**src/rtl/decode_general_register_stage_pkg.sv**
```systemverilog
// Shared types, lane-mask constants and operand decode helpers for the
// registered general-register decode stage.
package decode_general_register_pkg;

   typedef enum logic [2:0] {
      EAX = 3'd0,
      ECX = 3'd1,
      EDX = 3'd2,
      EBX = 3'd3,
      ESP = 3'd4,
      EBP = 3'd5,
      ESI = 3'd6,
      EDI = 3'd7
   } gpr_e;

   localparam int GPR_COUNT = 8;
   localparam int LANES     = 4;
   localparam int SB_W      = GPR_COUNT * LANES;

   localparam logic [3:0] LANE_L8 = 4'b0001;
   localparam logic [3:0] LANE_H8 = 4'b0010;
   localparam logic [3:0] LANE_16 = 4'b0011;
   localparam logic [3:0] LANE_32 = 4'b1111;

   typedef struct packed {
      logic [7:0] sel;
      logic [3:0] byte_en;
   } dec_t;

   // Codes 4-7 name the high byte of EAX..EBX when the operand is 8-bit.
   function automatic dec_t decode_operand(input logic [2:0] code,
                                           input logic       eff_w,
                                           input logic [1:0] bit_width);
      dec_t d;
      d = '0;
      if (!eff_w) begin
         d.sel[{1'b0, code[1:0]}] = 1'b1;
         d.byte_en                = code[2] ? LANE_H8 : LANE_L8;
      end else begin
         d.sel[code] = 1'b1;
         d.byte_en   = bit_width[1] ? LANE_32 : LANE_16;
      end
      return d;
   endfunction

   // Expands a GPR select and lane mask into the flat 8x4 scoreboard layout.
   function automatic logic [SB_W-1:0] lane_mask(input logic [7:0] sel,
                                                 input logic [3:0] byte_en);
      logic [SB_W-1:0] m;
      m = '0;
      for (int g = 0; g < GPR_COUNT; g++) begin
         if (sel[g]) m[g*LANES +: LANES] = byte_en;
      end
      return m;
   endfunction

endpackage

```
**src/rtl/decode_general_register_stage_if.sv**
```systemverilog
// Handshake, operand and write-back bundle for the decode stage.
// master = upstream/driver side, slave = the decode stage itself.
interface decode_general_register_stage_if #(
   parameter int NUM_SRC = 2,
   parameter int NUM_DST = 1,
   parameter int NUM_WB  = 1
);
   logic                   flush;
   logic                   in_valid;
   logic                   in_ready;
   logic [1:0]             in_bit_width;
   logic                   in_w_in_instruction;
   logic                   in_w;
   logic [NUM_SRC-1:0]     in_src_en;
   logic [NUM_SRC*3-1:0]   in_src_code;
   logic [NUM_DST-1:0]     in_dst_en;
   logic [NUM_DST*3-1:0]   in_dst_code;
   logic                   out_valid;
   logic                   out_ready;
   logic [NUM_SRC*8-1:0]   out_src_sel;
   logic [NUM_SRC*4-1:0]   out_src_byte_en;
   logic [NUM_DST*8-1:0]   out_dst_sel;
   logic [NUM_DST*4-1:0]   out_dst_byte_en;
   logic [NUM_WB-1:0]      wb_valid;
   logic [NUM_WB*8-1:0]    wb_sel;
   logic [NUM_WB*4-1:0]    wb_byte_en;
   logic                   hazard;

   modport master (
      output flush, in_valid, in_bit_width, in_w_in_instruction, in_w,
             in_src_en, in_src_code, in_dst_en, in_dst_code, out_ready,
             wb_valid, wb_sel, wb_byte_en,
      input  in_ready, out_valid, out_src_sel, out_src_byte_en,
             out_dst_sel, out_dst_byte_en, hazard
   );

   modport slave (
      input  flush, in_valid, in_bit_width, in_w_in_instruction, in_w,
             in_src_en, in_src_code, in_dst_en, in_dst_code, out_ready,
             wb_valid, wb_sel, wb_byte_en,
      output in_ready, out_valid, out_src_sel, out_src_byte_en,
             out_dst_sel, out_dst_byte_en, hazard
   );
endinterface

```
**src/rtl/decode_general_register_stage_scoreboard.sv**
```systemverilog
// In-flight destination lane tracker: 8 GPRs x 4 byte lanes.
// o_sb_eff already has this cycle's write-back lanes removed so a retiring
// register does not stall the instruction that reads it.
module decode_general_register_scoreboard
   import decode_general_register_pkg::*;
(
   input  logic            clock,
   input  logic            reset,
   input  logic            i_flush,
   input  logic [SB_W-1:0] i_set,
   input  logic [SB_W-1:0] i_clr,
   output logic [SB_W-1:0] o_sb_eff
);
   logic [SB_W-1:0] r_sb;

   assign o_sb_eff = r_sb & ~i_clr;

   // Update lane state; set is applied after clear so a new issue beats a retire.
   always_ff @(posedge clock) begin
      if (reset)        r_sb <= '0;
      else if (i_flush) r_sb <= '0;
      else              r_sb <= (r_sb & ~i_clr) | i_set;
   end
endmodule

```
**src/rtl/decode_general_register_stage.sv**
```systemverilog
// Registered general-register decode stage: decodes operand codes into GPR
// selects and byte-lane masks, stalls on scoreboard overlap, and presents the
// result through a single valid/ready output register.
module decode_general_register_stage
   import decode_general_register_pkg::*;
#(
   parameter int NUM_SRC = 2,
   parameter int NUM_DST = 1,
   parameter int NUM_WB  = 1
) (
   input  logic                          clock,
   input  logic                          reset,
   decode_general_register_stage_if.slave bus
);
   logic                 w_eff_w;
   logic [NUM_SRC*8-1:0] w_src_sel;
   logic [NUM_SRC*4-1:0] w_src_be;
   logic [NUM_DST*8-1:0] w_dst_sel;
   logic [NUM_DST*4-1:0] w_dst_be;
   logic [SB_W-1:0]      w_src_masks [NUM_SRC];
   logic [SB_W-1:0]      w_dst_masks [NUM_DST];
   logic [SB_W-1:0]      w_src_mask;
   logic [SB_W-1:0]      w_dst_mask;
   logic [SB_W-1:0]      w_wb_clr;
   logic [SB_W-1:0]      w_sb_eff;
   logic [SB_W-1:0]      w_sb_set;
   logic                 w_accept;

   logic                 r_out_valid;
   logic [NUM_SRC*8-1:0] r_src_sel;
   logic [NUM_SRC*4-1:0] r_src_be;
   logic [NUM_DST*8-1:0] r_dst_sel;
   logic [NUM_DST*4-1:0] r_dst_be;

   // Opcodes without a w bit always address the full operand size.
   assign w_eff_w = bus.in_w | ~bus.in_w_in_instruction;

   for (genvar gi = 0; gi < NUM_SRC; gi++) begin : g_src
      dec_t w_dec;
      assign w_dec = bus.in_src_en[gi]
                   ? decode_operand(bus.in_src_code[gi*3 +: 3], w_eff_w, bus.in_bit_width)
                   : '0;
      assign w_src_sel[gi*8 +: 8] = w_dec.sel;
      assign w_src_be[gi*4 +: 4]  = w_dec.byte_en;
      assign w_src_masks[gi]      = lane_mask(w_dec.sel, w_dec.byte_en);
   end

   for (genvar gi = 0; gi < NUM_DST; gi++) begin : g_dst
      dec_t w_dec;
      assign w_dec = bus.in_dst_en[gi]
                   ? decode_operand(bus.in_dst_code[gi*3 +: 3], w_eff_w, bus.in_bit_width)
                   : '0;
      assign w_dst_sel[gi*8 +: 8] = w_dec.sel;
      assign w_dst_be[gi*4 +: 4]  = w_dec.byte_en;
      assign w_dst_masks[gi]      = lane_mask(w_dec.sel, w_dec.byte_en);
   end

   // Combine per-port lane masks and the retiring write-back lanes.
   always_comb begin
      w_src_mask = '0;
      w_dst_mask = '0;
      w_wb_clr   = '0;
      for (int i = 0; i < NUM_SRC; i++) w_src_mask |= w_src_masks[i];
      for (int i = 0; i < NUM_DST; i++) w_dst_mask |= w_dst_masks[i];
      for (int i = 0; i < NUM_WB; i++) begin
         if (bus.wb_valid[i])
            w_wb_clr |= lane_mask(bus.wb_sel[i*8 +: 8], bus.wb_byte_en[i*4 +: 4]);
      end
   end

   // Only in-flight state counts; src/dst overlap within one instruction is fine.
   assign bus.hazard   = bus.in_valid & (|((w_src_mask | w_dst_mask) & w_sb_eff));
   assign bus.in_ready = ~bus.hazard & (~r_out_valid | bus.out_ready) & ~bus.flush;
   assign w_accept     = bus.in_valid & bus.in_ready;
   assign w_sb_set     = w_accept ? w_dst_mask : '0;

   decode_general_register_scoreboard u_sb (
      .clock    (clock),
      .reset    (reset),
      .i_flush  (bus.flush),
      .i_set    (w_sb_set),
      .i_clr    (w_wb_clr),
      .o_sb_eff (w_sb_eff)
   );

   // Output register: load on accept, drain on consume, drop on flush.
   always_ff @(posedge clock) begin
      if (reset) begin
         r_out_valid <= 1'b0;
         r_src_sel   <= '0;
         r_src_be    <= '0;
         r_dst_sel   <= '0;
         r_dst_be    <= '0;
      end else if (bus.flush) begin
         r_out_valid <= 1'b0;
      end else if (w_accept) begin
         r_out_valid <= 1'b1;
         r_src_sel   <= w_src_sel;
         r_src_be    <= w_src_be;
         r_dst_sel   <= w_dst_sel;
         r_dst_be    <= w_dst_be;
      end else if (bus.out_ready) begin
         r_out_valid <= 1'b0;
      end
   end

   assign bus.out_valid       = r_out_valid;
   assign bus.out_src_sel     = r_src_sel;
   assign bus.out_src_byte_en = r_src_be;
   assign bus.out_dst_sel     = r_dst_sel;
   assign bus.out_dst_byte_en = r_dst_be;
endmodule

```
**src/flat_wrapper.sv**
```systemverilog
// flat-port wrapper written by rule: the top's interface ports become plain ports
module decode_general_register_stage_flat import decode_general_register_pkg::*;
#(
   parameter int NUM_SRC = 2,
   parameter int NUM_DST = 1,
   parameter int NUM_WB  = 1
)
  (clock, reset, bus_flush, bus_in_valid, bus_in_bit_width, bus_in_w_in_instruction, bus_in_w, bus_in_src_en, bus_in_src_code, bus_in_dst_en, bus_in_dst_code, bus_out_ready, bus_wb_valid, bus_wb_sel, bus_wb_byte_en, bus_in_ready, bus_out_valid, bus_out_src_sel, bus_out_src_byte_en, bus_out_dst_sel, bus_out_dst_byte_en, bus_hazard);
  decode_general_register_stage_if #(.NUM_SRC(NUM_SRC), .NUM_DST(NUM_DST), .NUM_WB(NUM_WB)) bus_i ();
  input  logic clock;
  input  logic reset;
  input wire logic [$bits(bus_i.flush)-1:0] bus_flush;
  input wire logic [$bits(bus_i.in_valid)-1:0] bus_in_valid;
  input wire logic [$bits(bus_i.in_bit_width)-1:0] bus_in_bit_width;
  input wire logic [$bits(bus_i.in_w_in_instruction)-1:0] bus_in_w_in_instruction;
  input wire logic [$bits(bus_i.in_w)-1:0] bus_in_w;
  input wire logic [$bits(bus_i.in_src_en)-1:0] bus_in_src_en;
  input wire logic [$bits(bus_i.in_src_code)-1:0] bus_in_src_code;
  input wire logic [$bits(bus_i.in_dst_en)-1:0] bus_in_dst_en;
  input wire logic [$bits(bus_i.in_dst_code)-1:0] bus_in_dst_code;
  input wire logic [$bits(bus_i.out_ready)-1:0] bus_out_ready;
  input wire logic [$bits(bus_i.wb_valid)-1:0] bus_wb_valid;
  input wire logic [$bits(bus_i.wb_sel)-1:0] bus_wb_sel;
  input wire logic [$bits(bus_i.wb_byte_en)-1:0] bus_wb_byte_en;
  output wire logic [$bits(bus_i.in_ready)-1:0] bus_in_ready;
  output wire logic [$bits(bus_i.out_valid)-1:0] bus_out_valid;
  output wire logic [$bits(bus_i.out_src_sel)-1:0] bus_out_src_sel;
  output wire logic [$bits(bus_i.out_src_byte_en)-1:0] bus_out_src_byte_en;
  output wire logic [$bits(bus_i.out_dst_sel)-1:0] bus_out_dst_sel;
  output wire logic [$bits(bus_i.out_dst_byte_en)-1:0] bus_out_dst_byte_en;
  output wire logic [$bits(bus_i.hazard)-1:0] bus_hazard;
  assign bus_i.flush = bus_flush;
  assign bus_i.in_valid = bus_in_valid;
  assign bus_i.in_bit_width = bus_in_bit_width;
  assign bus_i.in_w_in_instruction = bus_in_w_in_instruction;
  assign bus_i.in_w = bus_in_w;
  assign bus_i.in_src_en = bus_in_src_en;
  assign bus_i.in_src_code = bus_in_src_code;
  assign bus_i.in_dst_en = bus_in_dst_en;
  assign bus_i.in_dst_code = bus_in_dst_code;
  assign bus_i.out_ready = bus_out_ready;
  assign bus_i.wb_valid = bus_wb_valid;
  assign bus_i.wb_sel = bus_wb_sel;
  assign bus_i.wb_byte_en = bus_wb_byte_en;
  assign bus_in_ready = bus_i.in_ready;
  assign bus_out_valid = bus_i.out_valid;
  assign bus_out_src_sel = bus_i.out_src_sel;
  assign bus_out_src_byte_en = bus_i.out_src_byte_en;
  assign bus_out_dst_sel = bus_i.out_dst_sel;
  assign bus_out_dst_byte_en = bus_i.out_dst_byte_en;
  assign bus_hazard = bus_i.hazard;
  decode_general_register_stage #(.NUM_SRC(NUM_SRC), .NUM_DST(NUM_DST), .NUM_WB(NUM_WB)) u_core (.clock(clock), .reset(reset), .bus(bus_i));
endmodule
```
**config.mk**
```make
export PLATFORM = sky130hd
export DESIGN_NAME = decode_general_register_stage_flat
export DESIGN_NICKNAME = d
export VERILOG_FILES = /design/src/rtl/decode_general_register_stage_pkg.sv /design/src/rtl/decode_general_register_stage_if.sv /design/src/rtl/decode_general_register_stage_scoreboard.sv /design/src/rtl/decode_general_register_stage.sv /design/src/flat_wrapper.sv
export SDC_FILE = /design/constraint.sdc
export NUM_CORES = 1
export LEC_CHECK = 0
export ABC_AREA = 1
export BUFFER_PORTS_ARGS = -buffer_cell sky130_fd_sc_hd__buf_2
export CAP_MARGIN = 20
export CORE_MARGIN = 4
export CORE_UTILIZATION = 40
export DETAILED_ROUTE_END_ITERATION = 12
export GPL_ROUTABILITY_DRIVEN = 0
export HOLD_SLACK_MARGIN = 0.05
export PLACE_DENSITY = 0.57
export SLEW_MARGIN = 20
export SYNTH_ARGS = -nofsm -noshare
export SYNTH_HDL_FRONTEND = slang
export SYNTH_HIERARCHICAL = 1
export SYNTH_SLANG_ARGS = --single-unit
```
**constraint.sdc**
```tcl
create_clock -name clock -period 3.25 [get_ports clock]
set_input_delay 0.4875 -clock clock [delete_from_list [all_inputs] [get_ports clock]]
set_output_delay 0.4875 -clock clock [all_outputs]
set_load 0.05 [all_outputs]
```
* Word-level counts from Yosys, hierarchy flattened
Index checks and enable logic that the tools add are counted.
Cells by class: magnitude comparators 12, multiplexer cells 58, bitwise operators 16, reduce and logical (&&, ||, !) cells 10
Operator list (count):
- two-way mux 4 bit | 33
- OR 32 bit | 3
- two-way mux 12 bit | 6
- bitwise AND 32 bit | 2
- two-way mux 32 bit | 2
- inverter 32 bit | 1
- OR reduction 32 bit | 1
- < comparator 2 x 4 -> 1 bit (second input constant) | 3
- < comparator 3 x 4 -> 1 bit (second input constant) | 3
- demux 1 bit (select 3 bit) | 3
- >= comparator 3 x 1 -> 1 bit (second input constant) | 3
- two-way mux 1 bit | 8
- demux 1 bit (select 2 bit) | 3
- >= comparator 2 x 1 -> 1 bit (second input constant) | 3
- logical AND 1 bit | 6
- two-way mux 2 bit | 3
- bitwise AND 1 bit | 4
- inverter 1 bit | 4
- OR 1 bit | 2
- AND reduction 2 bit | 1
- nonzero test 2 bit | 1
- OR reduction 2 bit | 1
Storage, ports and cells: flip-flop bits (word level) 69, output and inout bits 39

* Depth between registers and ports, before layout
depth in word-level cells 18, mapped depth 18

* By module
Netlist, hierarchy kept.
Modules (own cells, without submodules):
- decode_general_register_stage | instances 1, cells each 479, area each 2572.5 um^2, seq. area each 680.7 um^2
- decode_general_register_scoreboard | instances 1, cells each 198, area each 1446.4 um^2, seq. area each 640.6 um^2

* Worst setup path after synthesis
No wires, ideal clock.
path kind input -> output, start in bus_wb_byte_en[2], end out bus_in_ready, arrival 3.078 ns, data required time 2.762 ns, path slack -0.315 ns, cell stages on the path 14, path buffers 1, cell sequence nand2_1 -> nor2_1 -> inv_1 -> nand2_1 -> inv_1 -> or2_2 -> nand2_1 -> nand2_1 -> nor2_1 -> nand3_1 -> nor2_4 -> buf_4 -> nor2_1 -> nor3_1
Between the ends: cells in the longest elaborated chain, start to end 10, elaborated cells on any way between the ends 17, classes of those cells mux (9); bitwise (7); reduce/logical (1)
Ends and longest elaborated chain:
- from (decl) | line flat_wrapper.sv:24 | input wire logic [$bits(bus_i.wb_byte_en)-1:0] bus_wb_byte_en;
- two-way mux 4 bit | line decode_general_register_stage_pkg.sv:52 | if (sel[g]) m[g*LANES +: LANES] = byte_en;
- two-way mux 32 bit | line decode_general_register_stage.sv:66 | if (bus.wb_valid[i])
- via u_core.w_wb_clr[30] | line decode_general_register_stage.sv:24 | logic [SB_W-1:0] w_wb_clr;
- inverter 32 bit | line decode_general_register_stage_scoreboard.sv:16 | assign o_sb_eff = r_sb & ~i_clr;
- bitwise AND 32 bit | line decode_general_register_stage_scoreboard.sv:16
- via u_core.w_sb_eff[30] | line decode_general_register_stage.sv:25 | logic [SB_W-1:0] w_sb_eff;
- bitwise AND 32 bit | line decode_general_register_stage.sv:72 | assign bus.hazard = bus.in_valid & (|((w_src_mask | w_dst_mask) & w_sb_eff));
- OR reduction 32 bit | line decode_general_register_stage.sv:72
- bitwise AND 1 bit | line decode_general_register_stage.sv:72
- via bus_hazard | line flat_wrapper.sv:31 | output wire logic [$bits(bus_i.hazard)-1:0] bus_hazard;
- inverter 1 bit | line decode_general_register_stage.sv:73 | assign bus.in_ready = ~bus.hazard & (~r_out_valid | bus.out_ready) & ~bus.flush;
- bitwise AND 1 bit (2 in a row) | line decode_general_register_stage.sv:73
- to (decl) | line flat_wrapper.sv:25 | output wire logic [$bits(bus_i.in_ready)-1:0] bus_in_ready;
The timed path passes the listed nets, and every way through them passes these cells.

* Worst setup path in the final report
start in bus_in_w, end out bus_hazard
Between the ends: cells in the longest elaborated chain, start to end 9, elaborated cells on any way between the ends 36, classes of those cells mux (30); bitwise (5); reduce/logical (1)
Ends and longest elaborated chain:
- from (decl) | line flat_wrapper.sv:16 | input wire logic [$bits(bus_i.in_w)-1:0] bus_in_w;
- OR 1 bit (*) | line decode_general_register_stage.sv:36 | assign w_eff_w = bus.in_w | ~bus.in_w_in_instruction;
- two-way mux 12 bit | line decode_general_register_stage_pkg.sv:36 | if (!eff_w) begin
- two-way mux 12 bit | line decode_general_register_stage.sv:41 | ? decode_operand(bus.in_src_code[gi*3 +: 3], w_eff_w, bus.in_bit_width)
- two-way mux 4 bit | line decode_general_register_stage_pkg.sv:52
- OR 32 bit | line decode_general_register_stage.sv:63 | for (int i = 0; i < NUM_SRC; i++) w_src_mask |= w_src_masks[i];
- OR 32 bit (*) | line decode_general_register_stage.sv:72
- bitwise AND 32 bit (*) | line decode_general_register_stage.sv:72
- OR reduction 32 bit (*) | line decode_general_register_stage.sv:72
- bitwise AND 1 bit (*) | line decode_general_register_stage.sv:72
- to (decl) | line flat_wrapper.sv:31
Mark *: on every way between the ends. The rest lies on a longest branch, timed or not.

==> run metrics <==
Max H-tree Level=3; most common cell in the netlist=nand2_1; io pins=73; TNS Setup=0 ns; Skew-Pair Late Insertion Delay=0.35 ns; clock root buffer master=clkbuf_8; initial detailed-routing violation count=236; CP cell instances=buf_2 -> inv_1 -> nand2_2 -> nand2_2 -> nor2_2 -> nand2_1 -> nand3_1 -> nand2_1 -> nand2_1 -> nor2_1 -> nand3_1 -> nor2_4 -> nor2_1 -> buf_2; chip width=108 um; Crit Path Max Fanout=10; dpl ws=around 0.082 ns; Setup Skew=0.0123 ns; cts hold-fix bufs=0; Pins Over Slew Limit=0; Setup CP Type=input pin to primary output; async set or reset register ratio after synthesis=0%; switching pwr=593 uW; Clock Path Buffers=2; Final period util=between 90% and 100%; top_reg_cell synth=dfxtp_1; Cell Int Power=1370 uW; Yosys top cell by area=dfxtp_1; Final WS setup=0.221 ns; cells after synthesis=677; Max VDD drop=between 0.0002 and 0.00025 V; Mapped Avg Cell Area=5.94 um2; gr usage total=19.3%; vias in the first global route=3,812; WL/cell=12.5 um; crit path launch type=input pin; Hold Path Stages=4; mapped cell area=about 4000 um2; Most Frequent Cell on Critical Path=nand2_1; Synth Register Bits=66; Initial Utilization=roughly two fifths; Max-slew headroom=57.7%; die height=108 um; Crit. End Element=primary output; area share of the largest cell type after synthesis=32.9%; Overflow after GRT=0; sw frac=just over 30%; combinational share of power=17.1%; first-pass GRT wire length=17.8 mm; WL final=11.1 mm; slowest stage delay, CP=0.39 ns; CTS tree=done; Clock power frac=approximately two fifths; First-pass DRT Iterations=5; Synth area leaders=dfxtp_1, nand2_1, inv_1; vias per cell=4.65; final setup vio count=0; # rows=36; detailed placer's ending HPWL=8.69 mm; CTS Sinks=66; RSZ-0062 raised after global routing=no; max cap viols=0; Synth cell types=22; clock period minus final worst setup slack=3.03 ns; post-route ant nets=0; sequential fraction of the synthesis area=around a third; final net count=just under 800; Worst EP arrival=2.54 ns; Flop pwr share=between 40% and 50%; # diodes=0; Reg2Reg Depth=14; critical path data required time=2.76 ns; largest net degree at the start of global routing=33; P_leak=~0.0026 uW; initial antenna violation count=0; ratio of cells with drive above 1 in the final layout=20.1%; port bufs=71; worst slew pin tran=between 0.6 and 0.7 ns; DRC viols=0; Hold Path Class=input pin to register; area grow syn2layout=17.7%; HP Start=bus_out_ready; CTS clk-pin slew, worst paths=0.08 ns; Critical R2R Launch=u_core/u_sb/r_sb[10]; DIE AREA=11,700 um2; status=finished clean; Core Box Area=9770 um2; Slowest-stage cell, CP=nor2_2; post-synthesis net count=711; Post-synth EDFFs=0; PwrDens=414 nW/um2; via count=4,130; Fmax=approximately 0.33 GHz; crit path from=bus_in_w; Final Hold Fails=0; Num CTS Buffers=9; top cells by count, synth=nand2_1, inv_1, nor2_1; Yosys warnings=6
[logic make-up (layout without fill, tap and decap cells)]
logic type | Yosys count | count (layout) | synth area share (%)
DFF | 66 | 66 | 32.9
buffers and inverters | 189 | 268 | 19.1
and+or+nand+nor | 365 | 365 | 38.0
AOI/OAI and AO/OA | 57 | 57 | 9.99
[critical path, delay by kind of cell]
kind,cells,cell delay [ns]
buf+inv,3,0.47
simple gates,11,1.56
[registers in the layout (all words and copies together), names as in the netlist]
signal / count
u_core/bus.out_dst_byte_en: 3
u_core/bus.out_dst_sel: 8
u_core/bus.out_src_byte_en: 6
u_core/bus.out_src_sel: 16
u_core/bus.out_valid: 1
u_core/u_sb/r_sb: 32
[layer usage]
layer  global-route usage (%)  wire length, um  vias to the layer above
met5                        0                0                        -
met1                     25.4             5140                     1850
met4                     6.67              223                        0
met2                     31.4             5050                      119
met3                     3.82              670                       20
li1                         -                -                     2141
[placed cells by master (no fill, tap or decap), types with 2 or more instances in the layout]
cell type  netlist  final
nand3_1         31     31
clkinv_2         0      2
a21oi_1         19     19
inv_1          166    166
dfxtp_1         66     66
buf_4            5     13
nand2_2          4      4
o21ai_1          2      2
nor2_1         116    116
nor2_2           3      3
nor3_1           7      6
or2_2            9      9
bufinv_16        0      2
clkbuf_8         0     10
o21ai_0          5      5
nand2_1        172    172
buf_2            7     70
nand4_1         20     20
inv_2            2      2
a21oi_2         31     31
[timing repair]
item	in CTS	in global routing
hold endpoints to repair	0	0
endpoints found under the setup margin	0	1
gates resized for setup	0	1
buffers inserted	0	4
[final timing paths]
check	slack, ns	to
worst max-delay path	0.22	bus_hazard
worst min register to register	0.47	u_core/bus.out_dst_sel[3]
worst min-delay path	0.43	u_core/bus.out_valid
worst max register to register	0.79	u_core/u_sb/r_sb[22]
[stage by stage]
stage / util (%) / hold slack [ns] / power (uW) / std cells / area [um2]
2_1_floorplan: - / 0.444 / 1100 / 677 / 4020
3_3_place_gp: 45.8 / 0.449 / 1190 / 869 / 4480
3_5_place_dp: 45.8 / 0.457 / 1190 / 869 / 4480
4_1_cts: 48.0 / 0.418 / 1980 / 885 / 4700
5_1_grt: 48.4 / 0.445 / 2050 / 889 / 4730
6_report: 48.4 / 0.427 / 1960 / 889 / 4730
[cell type report]
type / instances / area [um2]
multi-input cells: 422 / 1940
well taps: 133 / 166
clock buffers: 11 / 141
inverters: 168 / 631
repair buffers: 84 / 455
flip-flops and latches: 66 / 1320
fillers: 1052 / 5050
clock inverters: 5 / 77.6
[power by group through the flow]
stage                     Clock, uW  Sequential (uW)  Combinational [uW]
after floorplan                   0              931                 169
after global placement            0              858                 330
after detailed placement          0              858                 332
after CTS                       803              840                 333
after global routing            837              842                 367
final                           784              840                 335
(Power assumes the default switching activity.)
